$ cat src/rtl/pin_ctrl_pkg.sv
// -----------------------------------------------------------------------------
// pin_ctrl_pkg
//   Shared types and width helpers for the PIN attempt controller.
//   - pin_state_e : controller state encoding
//   - tries_width : bits needed to hold 0..max_tries
//   - timer_width : bits needed by the shared cycle timer
// -----------------------------------------------------------------------------
package pin_ctrl_pkg;

    typedef enum logic [2:0] {
        IDLE     = 3'd0,
        ISSUE    = 3'd1,
        WAIT     = 3'd2,
        UNLOCKED = 3'd3,
        LOCKED   = 3'd4,
        FAULT    = 3'd5
    } pin_state_e;

    localparam int DEF_MAX_TRIES    = 3;
    localparam int DEF_LOCK_CYCLES  = 1000;
    localparam int DEF_UNLOCK_HOLD  = 50;
    localparam int DEF_RESP_TIMEOUT = 16;

    function automatic int max3(input int a, input int b, input int c);
        int m;
        m = a;
        if (b > m) m = b;
        if (c > m) m = c;
        return m;
    endfunction

    function automatic int tries_width(input int max_tries);
        return (max_tries < 1) ? 1 : $clog2(max_tries + 1);
    endfunction

    function automatic int timer_width(input int lock_cycles, input int unlock_hold,
                                       input int resp_timeout);
        return $clog2(max3(lock_cycles, unlock_hold, resp_timeout) + 1);
    endfunction

endpackage

$ cat src/rtl/pin_cycle_timer.sv
// -----------------------------------------------------------------------------
// pin_cycle_timer
//   Single down-counter shared by every timed state of the controller.
//   A load of N makes o_expired high in the N-th cycle after the load, so the
//   owning state lasts exactly N cycles. The count saturates at zero.
// Ports
//   clk           in  1      system clock
//   reset         in  1      synchronous active-low reset (count -> 0)
//   i_load        in  1      load i_load_value on this edge
//   i_load_value  in  WIDTH  cycles the next timed state should last
//   o_expired     out 1      current cycle is the last one of the timed window
// -----------------------------------------------------------------------------
module pin_cycle_timer #(
    parameter int WIDTH = 10
) (
    input  logic             clk,
    input  logic             reset,
    input  logic             i_load,
    input  logic [WIDTH-1:0] i_load_value,
    output logic             o_expired
);

    logic [WIDTH-1:0] r_count;

    always_ff @(posedge clk) begin
        if (!reset) begin
            r_count <= '0;
        end else if (i_load) begin
            r_count <= i_load_value;
        end else if (r_count != '0) begin
            r_count <= r_count - WIDTH'(1);
        end
    end

    // Expiry is flagged while the count is 1 so the state exits on the edge
    // where the count reaches 0; a count already at 0 also reads as expired.
    assign o_expired = (r_count <= WIDTH'(1));

endmodule

$ cat src/rtl/pin_attempt_controller.sv
// -----------------------------------------------------------------------------
// pin_attempt_controller
//   Sequences PIN entry attempts around the debit-PIN checker: edge-detects
//   the submit button, pulses the checker, waits for a verdict, counts
//   consecutive failures, enforces a timed lockout, holds an unlocked window
//   and clears the checker between attempts. Every output is registered.
// Ports
//   clk            in   1   system clock, rising edge
//   reset          in   1   synchronous active-low reset
//   user_submit    in   1   submit button level (pre-synchronised)
//   user_cancel    in   1   ends the unlocked window early
//   chk_waiting    in   1   checker ready to accept a submit
//   chk_correct    in   1   checker verdict: PIN matched
//   chk_incorrect  in   1   checker verdict: PIN mismatched
//   chk_bug        in   1   checker internal error
//   chk_submit     out  1   one-cycle submit pulse to the checker
//   chk_clear      out  1   one-cycle clear pulse to the checker
//   unlocked       out  1   access granted
//   locked         out  1   lockout in progress
//   fault          out  1   sticky error, left only through reset
//   busy           out  1   attempt in flight
//   tries_left     out  TW  remaining attempts before lockout
//
// state    | meaning
// ---------+------------------------------------------------------------
// IDLE     | waiting for a submit edge (ignored in the clear cycle)
// ISSUE    | chk_submit high for this single cycle, arms response timer
// WAIT     | waiting for the checker verdict under the response timer
// UNLOCKED | access granted until hold timer expires or user cancels
// LOCKED   | too many failures, submits ignored until lock timer expires
// FAULT    | checker misbehaved; only reset leaves this state
// -----------------------------------------------------------------------------
module pin_attempt_controller
    import pin_ctrl_pkg::*;
#(
    parameter  int MAX_TRIES    = DEF_MAX_TRIES,
    parameter  int LOCK_CYCLES  = DEF_LOCK_CYCLES,
    parameter  int UNLOCK_HOLD  = DEF_UNLOCK_HOLD,
    parameter  int RESP_TIMEOUT = DEF_RESP_TIMEOUT,
    localparam int TW           = tries_width(MAX_TRIES),
    localparam int CW           = timer_width(LOCK_CYCLES, UNLOCK_HOLD, RESP_TIMEOUT)
) (
    input  logic          clk,
    input  logic          reset,
    input  logic          user_submit,
    input  logic          user_cancel,
    input  logic          chk_waiting,
    input  logic          chk_correct,
    input  logic          chk_incorrect,
    input  logic          chk_bug,
    output logic          chk_submit,
    output logic          chk_clear,
    output logic          unlocked,
    output logic          locked,
    output logic          fault,
    output logic          busy,
    output logic [TW-1:0] tries_left
);

    pin_state_e    r_state;
    pin_state_e    w_state_nxt;

    logic [TW-1:0] r_fail_cnt;
    logic [TW-1:0] w_fail_nxt;
    logic [TW-1:0] w_fail_inc;
    logic          r_submit_prev;
    logic          w_submit_edge;

    logic          w_clear_nxt;
    logic          w_tmr_load;
    logic [CW-1:0] w_tmr_value;
    logic          w_tmr_expired;

    logic          r_chk_submit;
    logic          r_chk_clear;
    logic          r_unlocked;
    logic          r_locked;
    logic          r_fault;
    logic          r_busy;
    logic [TW-1:0] r_tries_left;

    pin_cycle_timer #(
        .WIDTH        (CW)
    ) u_timer (
        .clk          (clk),
        .reset        (reset),
        .i_load       (w_tmr_load),
        .i_load_value (w_tmr_value),
        .o_expired    (w_tmr_expired)
    );

    assign w_submit_edge = user_submit & ~r_submit_prev;
    assign w_fail_inc    = r_fail_cnt + TW'(1);

    always_comb begin
        w_state_nxt = r_state;
        w_fail_nxt  = r_fail_cnt;
        w_clear_nxt = 1'b0;
        w_tmr_load  = 1'b0;
        w_tmr_value = '0;

        case (r_state)
            IDLE: begin
                // r_chk_clear marks the first cycle back in IDLE; a press that
                // lands there is dropped. A press while the checker is not
                // ready is dropped as well; presses are never queued.
                if (w_submit_edge && !r_chk_clear && chk_waiting) begin
                    w_state_nxt = ISSUE;
                end
            end

            ISSUE: begin
                w_state_nxt = WAIT;
                w_tmr_load  = 1'b1;
                w_tmr_value = CW'(RESP_TIMEOUT);
            end

            WAIT: begin
                // A verdict in the last allowed cycle still wins over timeout.
                if (chk_correct && chk_incorrect) begin
                    w_state_nxt = FAULT;
                end else if (chk_correct) begin
                    w_state_nxt = UNLOCKED;
                    w_fail_nxt  = '0;
                    w_tmr_load  = 1'b1;
                    w_tmr_value = CW'(UNLOCK_HOLD);
                end else if (chk_incorrect) begin
                    w_fail_nxt = w_fail_inc;
                    if (w_fail_inc == TW'(MAX_TRIES)) begin
                        w_state_nxt = LOCKED;
                        w_tmr_load  = 1'b1;
                        w_tmr_value = CW'(LOCK_CYCLES);
                    end else begin
                        w_state_nxt = IDLE;
                        w_clear_nxt = 1'b1;
                    end
                end else if (w_tmr_expired) begin
                    w_state_nxt = FAULT;
                end
            end

            UNLOCKED: begin
                if (w_tmr_expired || user_cancel) begin
                    w_state_nxt = IDLE;
                    w_clear_nxt = 1'b1;
                end
            end

            LOCKED: begin
                if (w_tmr_expired) begin
                    w_state_nxt = IDLE;
                    w_clear_nxt = 1'b1;
                    w_fail_nxt  = '0;
                end
            end

            FAULT: begin
                w_state_nxt = FAULT;
            end

            default: begin
                w_state_nxt = FAULT;
            end
        endcase

        // Checker error overrides any transition computed above.
        if (chk_bug) begin
            w_state_nxt = FAULT;
            w_fail_nxt  = r_fail_cnt;
            w_clear_nxt = 1'b0;
            w_tmr_load  = 1'b0;
        end
    end

    always_ff @(posedge clk) begin
        if (!reset) begin
            r_state       <= IDLE;
            r_fail_cnt    <= '0;
            r_submit_prev <= 1'b1;     // a button held through reset must not fire
        end else begin
            r_state       <= w_state_nxt;
            r_fail_cnt    <= w_fail_nxt;
            r_submit_prev <= user_submit;
        end
    end

    // Outputs are decoded from the next state so they line up with the state
    // register instead of lagging it by a cycle.
    always_ff @(posedge clk) begin
        if (!reset) begin
            r_chk_submit <= 1'b0;
            r_chk_clear  <= 1'b0;
            r_unlocked   <= 1'b0;
            r_locked     <= 1'b0;
            r_fault      <= 1'b0;
            r_busy       <= 1'b0;
            r_tries_left <= TW'(MAX_TRIES);
        end else begin
            r_chk_submit <= (w_state_nxt == ISSUE);
            r_chk_clear  <= w_clear_nxt;
            r_unlocked   <= (w_state_nxt == UNLOCKED);
            r_locked     <= (w_state_nxt == LOCKED);
            r_fault      <= (w_state_nxt == FAULT);
            r_busy       <= (w_state_nxt == ISSUE) || (w_state_nxt == WAIT);
            r_tries_left <= (w_state_nxt == FAULT) ? '0 : (TW'(MAX_TRIES) - w_fail_nxt);
        end
    end

    assign chk_submit = r_chk_submit;
    assign chk_clear  = r_chk_clear;
    assign unlocked   = r_unlocked;
    assign locked     = r_locked;
    assign fault      = r_fault;
    assign busy       = r_busy;
    assign tries_left = r_tries_left;

endmodule

$ cat config.mk
export PLATFORM = sky130hd
export DESIGN_NAME = pin_attempt_controller
export DESIGN_NICKNAME = d
export VERILOG_FILES = /design/src/rtl/pin_ctrl_pkg.sv /design/src/rtl/pin_cycle_timer.sv /design/src/rtl/pin_attempt_controller.sv
export SDC_FILE = /design/constraint.sdc
export NUM_CORES = 1
export LEC_CHECK = 0
export CAP_MARGIN = 30
export CORE_AREA = 2 2 59 61
export CTS_CLUSTER_SIZE = 12
export DETAILED_ROUTE_END_ITERATION = 12
export DIE_AREA = 0 0 61 63
export GPL_TIMING_DRIVEN = 0
export HOLD_SLACK_MARGIN = 0.1
export PLACE_DENSITY = 0.76
export SKIP_CTS_REPAIR_TIMING = 1
export SLEW_MARGIN = 20
export SYNTH_ARGS = -nofsm -noshare
export SYNTH_HDL_FRONTEND = slang
export SYNTH_HIERARCHICAL = 1
export SYNTH_SLANG_ARGS = --single-unit
$ cat constraint.sdc
create_clock -name clk -period 2.9 [get_ports clk]
set_input_delay 0.725 -clock clk [delete_from_list [all_inputs] [get_ports clk]]
set_output_delay 0.725 -clock clk [all_outputs]
set_load 0.01 [all_outputs]
==> insert_results.sql, run 1 <==
INSERT INTO impl_metrics (metric_group, metric, value, unit) VALUES
('status', 'run_status', 'complete, no violations', ''),
('logic_synthesis', 'synth.mux.area_fraction', '0', '%'),
('logic_synthesis', 'synth.avg_cell_area', '8.266', 'sq um'),
('finish', 'diodes', '0', ''),
('power', 'leakagePower', '0.6055', 'nW'),
('timing', 'fmax', '377.6', 'MHz'),
('worst_setup_path', 'crit_fanout', '10', ''),
('timing', 'slew_at_the_pin_with_the_worst_max_slew_slack', '0.7576', 'ns'),
('logic_synthesis', 'synth_top_family_by_area', 'simple AND/OR/NAND/NOR gates', ''),
('clock_tree', 'cts-root-to-sink-buffers', '2', ''),
('hold_path', 'hold_path.class', 'reg2reg', ''),
('worst_setup_path', 'criticalPathCategory', 'in2reg', ''),
('die', 'ios', '16', ''),
('finish', 'layout.cells.most_common', 'sky130_fd_sc_hd__dfxtp_1', ''),
('finish', 'commonest_non_fill_non_tap_cells_in_the_layout', 'sky130_fd_sc_hd__dfxtp_1, sky130_fd_sc_hd__clkdlybuf4s50_1, sky130_fd_sc_hd__o21ai_0', ''),
('place', 'portBuffers', '14', ''),
('logic_synthesis', 'ys_seq_area_share', '35.23', '%'),
('logic_synthesis', 'synthesized_area_fraction_occupied_by_xor_and_xnor_cells', '1.284', '%'),
('global_routing', 'antenna_found_initial', '0', ''),
('die', 'die_width', '61', 'um'),
('logic_synthesis', 'seq_cells_post_synth', '24', ''),
('logic_synthesis', 'summed_instance_area_of_the_synthesized_netlist', '1364', 'sq um'),
('drt', 'detail_route.iter0.violations', '42', ''),
('global_routing', 'first_global_vias', '1186', ''),
('finish', 'drive_gt1_share', '9.730', '%'),
('drt', 'via_per_inst', '5.606', ''),
('place', 'dpl.hpwl', '2141', 'um'),
('die', 'total_die_area', '3843', 'sq um'),
('place', 'replace_congestion', '0.8580', ''),
('timing', 'hold-worst-slack', '0.5118', 'ns'),
('timing', 'grt_setup_unrepaired', 'no', ''),
('timing', 'timing.final.crit_period', '2.648', 'ns'),
('logic_synthesis', 'adder_and_majority_gate_portion_of_the_synthesized_area', '2.752', '%'),
('timing', 'relSlewSlack', '49.03', '%'),
('worst_setup_path', 'end_kind', 'flop', ''),
('logic_synthesis', 'synth-simple-area-share', '30.28', '%'),
('worst_setup_path', 'crit_required', '3.11', 'ns'),
('timing', 'setup_tns', '0', 'ns'),
('clock_tree', 'count_of_clock_tree_sinks', '24', ''),
('clock_tree', 'clock_tree.root_cell', 'sky130_fd_sc_hd__clkbuf_4', ''),
('finish', 'final_nets', '197', ''),
('die', 'initial_utilization', '42.20', '%'),
('drt', 'route.antenna.remaining_nets', '0', ''),
('logic_synthesis', 'synth_cell_types', '50', ''),
('global_routing', 'pin_count_of_the_biggest_net_entering_global_routing', '17', ''),
('power', 'total_power_divided_by_cell_area', '880.3', 'nW/um^2'),
('drt', 'num_vias', '1295', ''),
('global_routing', 'total_global_routing_track_utilization', '18.16', '%'),
('global_routing', 'grt_pass1_wl', '5375', 'um'),
('logic_synthesis', 'synthArstFlopShare', '0', '%'),
('clock_tree', 'clk_pin_slew_worst_paths', '0.13', 'ns'),
('clock_tree', 'cts-buffers-inserted', '3', ''),
('logic_synthesis', 'ys_warn_count', '6', ''),
('clock_tree', 'tritoncts', 'yes', ''),
('worst_setup_path', 'critical_path.startpoint_type', 'input port', ''),
('power', 'max-vdd-ir-drop', '0.3550', 'mV'),
('timing', 'setup-violations-final', '0', ''),
('drt', 'detail_route.first_pass.iterations', '4', ''),
('drt', 'drt_wl_total', '3120', 'um'),
('drt', 'wl_per_cell', '13.51', 'um'),
('clock_tree', 'clock_tree.htree_level_count', '1', ''),
('die', 'core_box_area', '3232', 'sq um'),
('worst_setup_path', 'slowest_stage', 'sky130_fd_sc_hd__clkdlybuf4s50_1', ''),
('timing', 'finalMaxSlewViolations', '0', ''),
('worst_setup_path', 'slowest_delay', '0.47', 'ns'),
('clock_tree', 'clkLatencyLatePin', '0.32', 'ns'),
('logic_synthesis', 'syn_inst', '165', ''),
('timing', 'hold_viol', '0', ''),
('global_routing', 'grt-ovfl-total', '0', ''),
('job', 'maxCapViolCount', '0', ''),
('die', 'core.rowCount', '21', '');
sequential cells by signal, indices dropped and copies added, names as in the netlist:
signal and flops:
tries_left 2, locked 1, r_submit_prev 1, busy 1
fault 1, unlocked 1, r_fail_cnt 2, u_timer/r_count 10
chk_clear 1, chk_submit 1, r_state 3
per-layer routing:
layer  routed length, um  global-route usage, %  up-vias
met5                   0                      0        -
met2                1397                  27.82       29
met1                1564                  25.03      601
li1                    -                      -      659
met3                 115                  3.106        6
met4                  42                  6.793        0
report_power, final:
part,internal [mW],switching [mW]
Sequential,0.404,0.0804
Clock,0.140,0.103
Combinational,0.309,0.399
per-stage QoR:
step | instances | setup slack (ns) | util (%) | area [sq um]
6_report | 231 | 0.2516 | 50.41 | 1629
3_3_place_gp | 226 | -0.2291 | 48.43 | 1565
2_1_floorplan | 166 | 0.5750 | - | 1368
3_5_place_dp | 226 | -0.2398 | 48.43 | 1565
4_1_cts | 230 | 0.1169 | 50.06 | 1618
5_1_grt | 231 | 0.001705 | 50.41 | 1629
cells in the mapped netlist (3+ instances only):
cell | count | area [sq um]
sky130_fd_sc_hd__ha_1 | 3 | 37.54
sky130_fd_sc_hd__nor2_1 | 11 | 41.29
sky130_fd_sc_hd__and3_1 | 4 | 25.02
sky130_fd_sc_hd__o31ai_1 | 5 | 37.54
sky130_fd_sc_hd__nand2b_1 | 5 | 31.28
sky130_fd_sc_hd__a21oi_1 | 6 | 30.03
sky130_fd_sc_hd__nor3_1 | 5 | 25.02
sky130_fd_sc_hd__nor4_1 | 3 | 18.77
sky130_fd_sc_hd__clkbuf_1 | 6 | 22.52
sky130_fd_sc_hd__o21ai_0 | 12 | 60.06
sky130_fd_sc_hd__or4_1 | 3 | 22.52
sky130_fd_sc_hd__nand2_1 | 7 | 26.28
sky130_fd_sc_hd__a31oi_1 | 5 | 31.28
sky130_fd_sc_hd__o211ai_1 | 6 | 45.04
sky130_fd_sc_hd__inv_1 | 9 | 33.78
sky130_fd_sc_hd__nor2b_1 | 4 | 25.02
sky130_fd_sc_hd__nor3b_1 | 4 | 30.03
sky130_fd_sc_hd__nand3_1 | 7 | 35.03
sky130_fd_sc_hd__dfxtp_1 | 24 | 480.5
final timing paths:
check	start	end	slack, ns	depth (start not counted)
max	chk_correct	u_timer/r_count[5]	0.25	10
min	r_fail_cnt[0]	r_fail_cnt[0]	0.51	2
max reg2reg	u_timer/r_count[6]	busy	0.37	8
min reg2reg	r_fail_cnt[0]	r_fail_cnt[0]	0.51	2
worst max-delay path: cells and delay by family:
kind            cells  cell delay (ns)
buf+inv             3             1.05
compound gates      3             0.62
simple gates        4             0.47
layout make-up:
type	instances	area (sq um)
sequential	24	480.5
buffer	9	45.04
tap	46	57.56
multi-input combinational	123	810.8
inverter	10	37.54
clock inverter	1	30.03
clock buffer	3	22.52
fill	312	1603
timing repair buffer	15	145.1
logic make-up after synthesis:
kind of cell    count (synthesis)
buf+inv                        19
simple gates                   68
xor+xnor                        2
other cells                     1
flops                          24
compound gates                 48
fa+ha+maj                       3
No activity file was read; power rests on OpenSTA's default activity.
==> run 2, diff against run 1 <==
CORE_AREA = 4 4 61 63   (was 2 2 59 61)
DIE_AREA = 0 0 65 67   (was 0 0 61 63)
HOLD_SLACK_MARGIN = not set   (was 0.1)
==> insert_results.sql, run 2 (synthesis results as in run 1) <==
INSERT INTO impl_metrics (metric_group, metric, value, unit) VALUES
('status', 'run_status', 'complete, no violations', ''),
('timing', 'slew_at_the_pin_with_the_worst_max_slew_slack', '0.9581', 'ns'),
('die', 'initial_utilization', '42.20', '%'),
('finish', 'fillCellCount', '319', ''),
('die', 'total_die_area', '4355', 'sq um'),
('power', 'internal_power', '839.5', 'uW'),
('drt', 'route.antenna.remaining_nets', '0', ''),
('worst_setup_path', 'critical_path.startpoint_type', 'flop', ''),
('drt', 'detail_route.first_pass.iterations', '4', ''),
('finish', 'syn2layout_area_growth', '18.72', '%'),
('place', 'dpl.hpwl', '2243', 'um'),
('clock_tree', 'count_of_clock_tree_sinks', '24', ''),
('timing', 'relSlewSlack', '35.54', '%'),
('finish', 'drive_gt1_share', '8.696', '%'),
('timing', 'hold_viol', '0', ''),
('worst_setup_path', 'worst-path-stages', '8', ''),
('die', 'die_y', '67', 'um'),
('finish', 'top_regs', 'u_timer/r_count x10, r_state x3', ''),
('finish', 'layout.cells.most_common', 'sky130_fd_sc_hd__dfxtp_1', ''),
('worst_setup_path', 'crit_required', '3.17', 'ns'),
('finish', 'fraction_of_the_core_area_covered_by_cells_at_the_end_of_the_flow', '50.10', '%'),
('drt', 'num_vias', '1309', ''),
('hold_path', 'hold_path.class', 'reg2reg', ''),
('timing', 'fmax', '364.2', 'MHz'),
('clock_tree', 'tritoncts', 'yes', ''),
('worst_setup_path', 'crit_fanout', '8', ''),
('place', 'place.detailed.instances', '226', ''),
('clock_tree', 'clock_tree.htree_level_count', '1', ''),
('place', 'placed_cell_area', '1565', 'sq um'),
('power', 'report.power.total', '1.400', 'mW'),
('finish', 'diodes', '0', ''),
('place', 'replace_congestion', '0.8557', ''),
('finish', 'register_with_the_highest_flop_count', 'u_timer/r_count', ''),
('timing', 'setup_tns', '0', 'ns'),
('die', 'core_box_area', '3232', 'sq um'),
('global_routing', 'grt_pass1_wl', '5119', 'um'),
('clock_tree', 'cts-buffers-inserted', '3', ''),
('timing', 'finalMaxSlewViolations', '0', ''),
('global_routing', 'antenna_found_initial', '0', ''),
('worst_setup_path', 'delay_heaviest_family_cp', 'simple AND/OR/NAND/NOR gates', ''),
('timing', 'post-route-period-util', '94.67', '%'),
('power', 'switching_power_as_a_share_of_total_power', '40.04', '%'),
('power', 'leakagePower', '0.6002', 'nW'),
('worst_setup_path', 'slowest_delay', '0.61', 'ns'),
('worst_setup_path', 'ff2ff_path_depth', '8', ''),
('drt', 'via_per_inst', '5.691', ''),
('global_routing', 'pin_count_of_the_biggest_net_entering_global_routing', '17', ''),
('die', 'core.rowCount', '21', ''),
('worst_setup_path', 'end_kind', 'flop', ''),
('drt', 'wl_per_cell', '13.49', 'um'),
('hold_path', 'worstHoldPathCells', '2', ''),
('power', 'total_power_divided_by_cell_area', '864.7', 'nW/um^2'),
('timing', 'setup-violations-final', '0', ''),
('timing', 'finalClockSkew', '0.005294', 'ns'),
('job', 'maxCapViolCount', '0', ''),
('place', 'portBuffers', '14', ''),
('finish', 'commonest_non_fill_non_tap_cells_in_the_layout', 'sky130_fd_sc_hd__dfxtp_1, sky130_fd_sc_hd__clkdlybuf4s50_1, sky130_fd_sc_hd__o21ai_0', ''),
('clock_tree', 'clkLatencyLatePin', '0.32', 'ns'),
('drt', 'drc', '0', ''),
('worst_setup_path', 'slowest_stage', 'sky130_fd_sc_hd__nor3_1', ''),
('worst_setup_path', 'arrival', '3.02', 'ns'),
('finish', 'final_area', '1619', 'sq um'),
('finish', 'layout.cells.non_filler', '230', ''),
('worst_setup_path', 'criticalPathCategory', 'reg2reg', ''),
('drt', 'drt_wl_total', '3103', 'um'),
('die', 'ios', '16', ''),
('power', 'seq_pwr_share', '34.4', '%'),
('power', 'clock_power_share', '17.4', '%'),
('global_routing', 'first_global_vias', '1109', ''),
('timing', 'timing.final.crit_period', '2.746', 'ns'),
('drt', 'detail_route.iter0.violations', '96', ''),
('timing', 'grt_setup_unrepaired', 'no', ''),
('power', 'max-vdd-ir-drop', '0.3625', 'mV'),
('power', 'power.combinational.fraction', '48.2', '%'),
('worst_setup_path', 'worstPathBufferInverterCount', '1', ''),
('finish', 'largest_reg_flops', '10', ''),
('finish', 'final_nets', '196', ''),
('timing', 'hold-worst-slack', '0.4999', 'ns'),
('clock_tree', 'cts-root-to-sink-buffers', '2', ''),
('timing', 'final_critical_path_setup_slack', '0.1545', 'ns'),
('global_routing', 'total_global_routing_track_utilization', '14.74', '%'),
('power', 'net_switching_component_of_the_power', '560.5', 'uW'),
('die', 'die_width', '65', 'um'),
('place', 'place_worst_setup_slack', '-0.2378', 'ns'),
('worst_setup_path', 'worstPathCellList', 'or4_1 > clkbuf_1 > nor3_1 > nor2b_1 > o21ai_0 > and3_1 > nor4_4 > a31o_1', ''),
('clock_tree', 'clock_tree.root_cell', 'sky130_fd_sc_hd__clkbuf_4', ''),
('clock_tree', 'clk_pin_slew_worst_paths', '0.14', 'ns'),
('global_routing', 'grt-ovfl-total', '0', '');
==> run 2: changes by cell type in the layout (fill, tap and decap cells not counted), sizes merged <==
cell,before,now
clkbuf,10,9
==> run 2: final timing paths <==
path / startpoint / endpoint / slack [ns]
hold / removal: r_fail_cnt[0] / r_fail_cnt[0] / 0.50
setup reg to reg: u_timer/r_count[6] / busy / 0.15
setup / recovery: u_timer/r_count[6] / busy / 0.15
hold reg to reg: r_fail_cnt[0] / r_fail_cnt[0] / 0.50
==> run 2: layer usage <==
| metal | up-vias | global-route usage (%) | part of all wire (%) |
|---|---|---|---|
| li1 | 654 | - | - |
| met1 | 621 | 21.30 | 50 |
| met2 | 29 | 22.73 | 45 |
| met3 | 5 | 1.518 | 4.1 |
| met4 | 0 | 4.749 | 1.2 |
| met5 | - | 0 | 0 |
==> run 2: final cells by class <==
class	count	area, sq um	area share, %
multi-input cells	123	805.8	49.77
inverters	10	37.54	2.318
flip-flops and latches	24	480.5	29.68
clock buffers	3	22.52	1.391
well taps	46	57.56	3.555
repair buffers	14	140.1	8.655
plain buffers	9	45.04	2.782
clock inverters	1	30.03	1.855
==> run 2: power groups by stage <==
stage / Combinational, mW / Clock [mW] / Sequential, mW
global placement: 0.655 / 0 / 0.488
floorplan: 0.514 / 0 / 0.475
global route: 0.730 / 0.262 / 0.496
detailed placement: 0.663 / 0 / 0.487
finish: 0.675 / 0.244 / 0.481
CTS: 0.669 / 0.248 / 0.480
==> run 2: tightest hold or removal path, stage by stage (launching register included) <==
cell	delay (ns)
sky130_fd_sc_hd__dfxtp_1	0.33
sky130_fd_sc_hd__o31ai_1	0.06
sky130_fd_sc_hd__a21oi_1	0.07
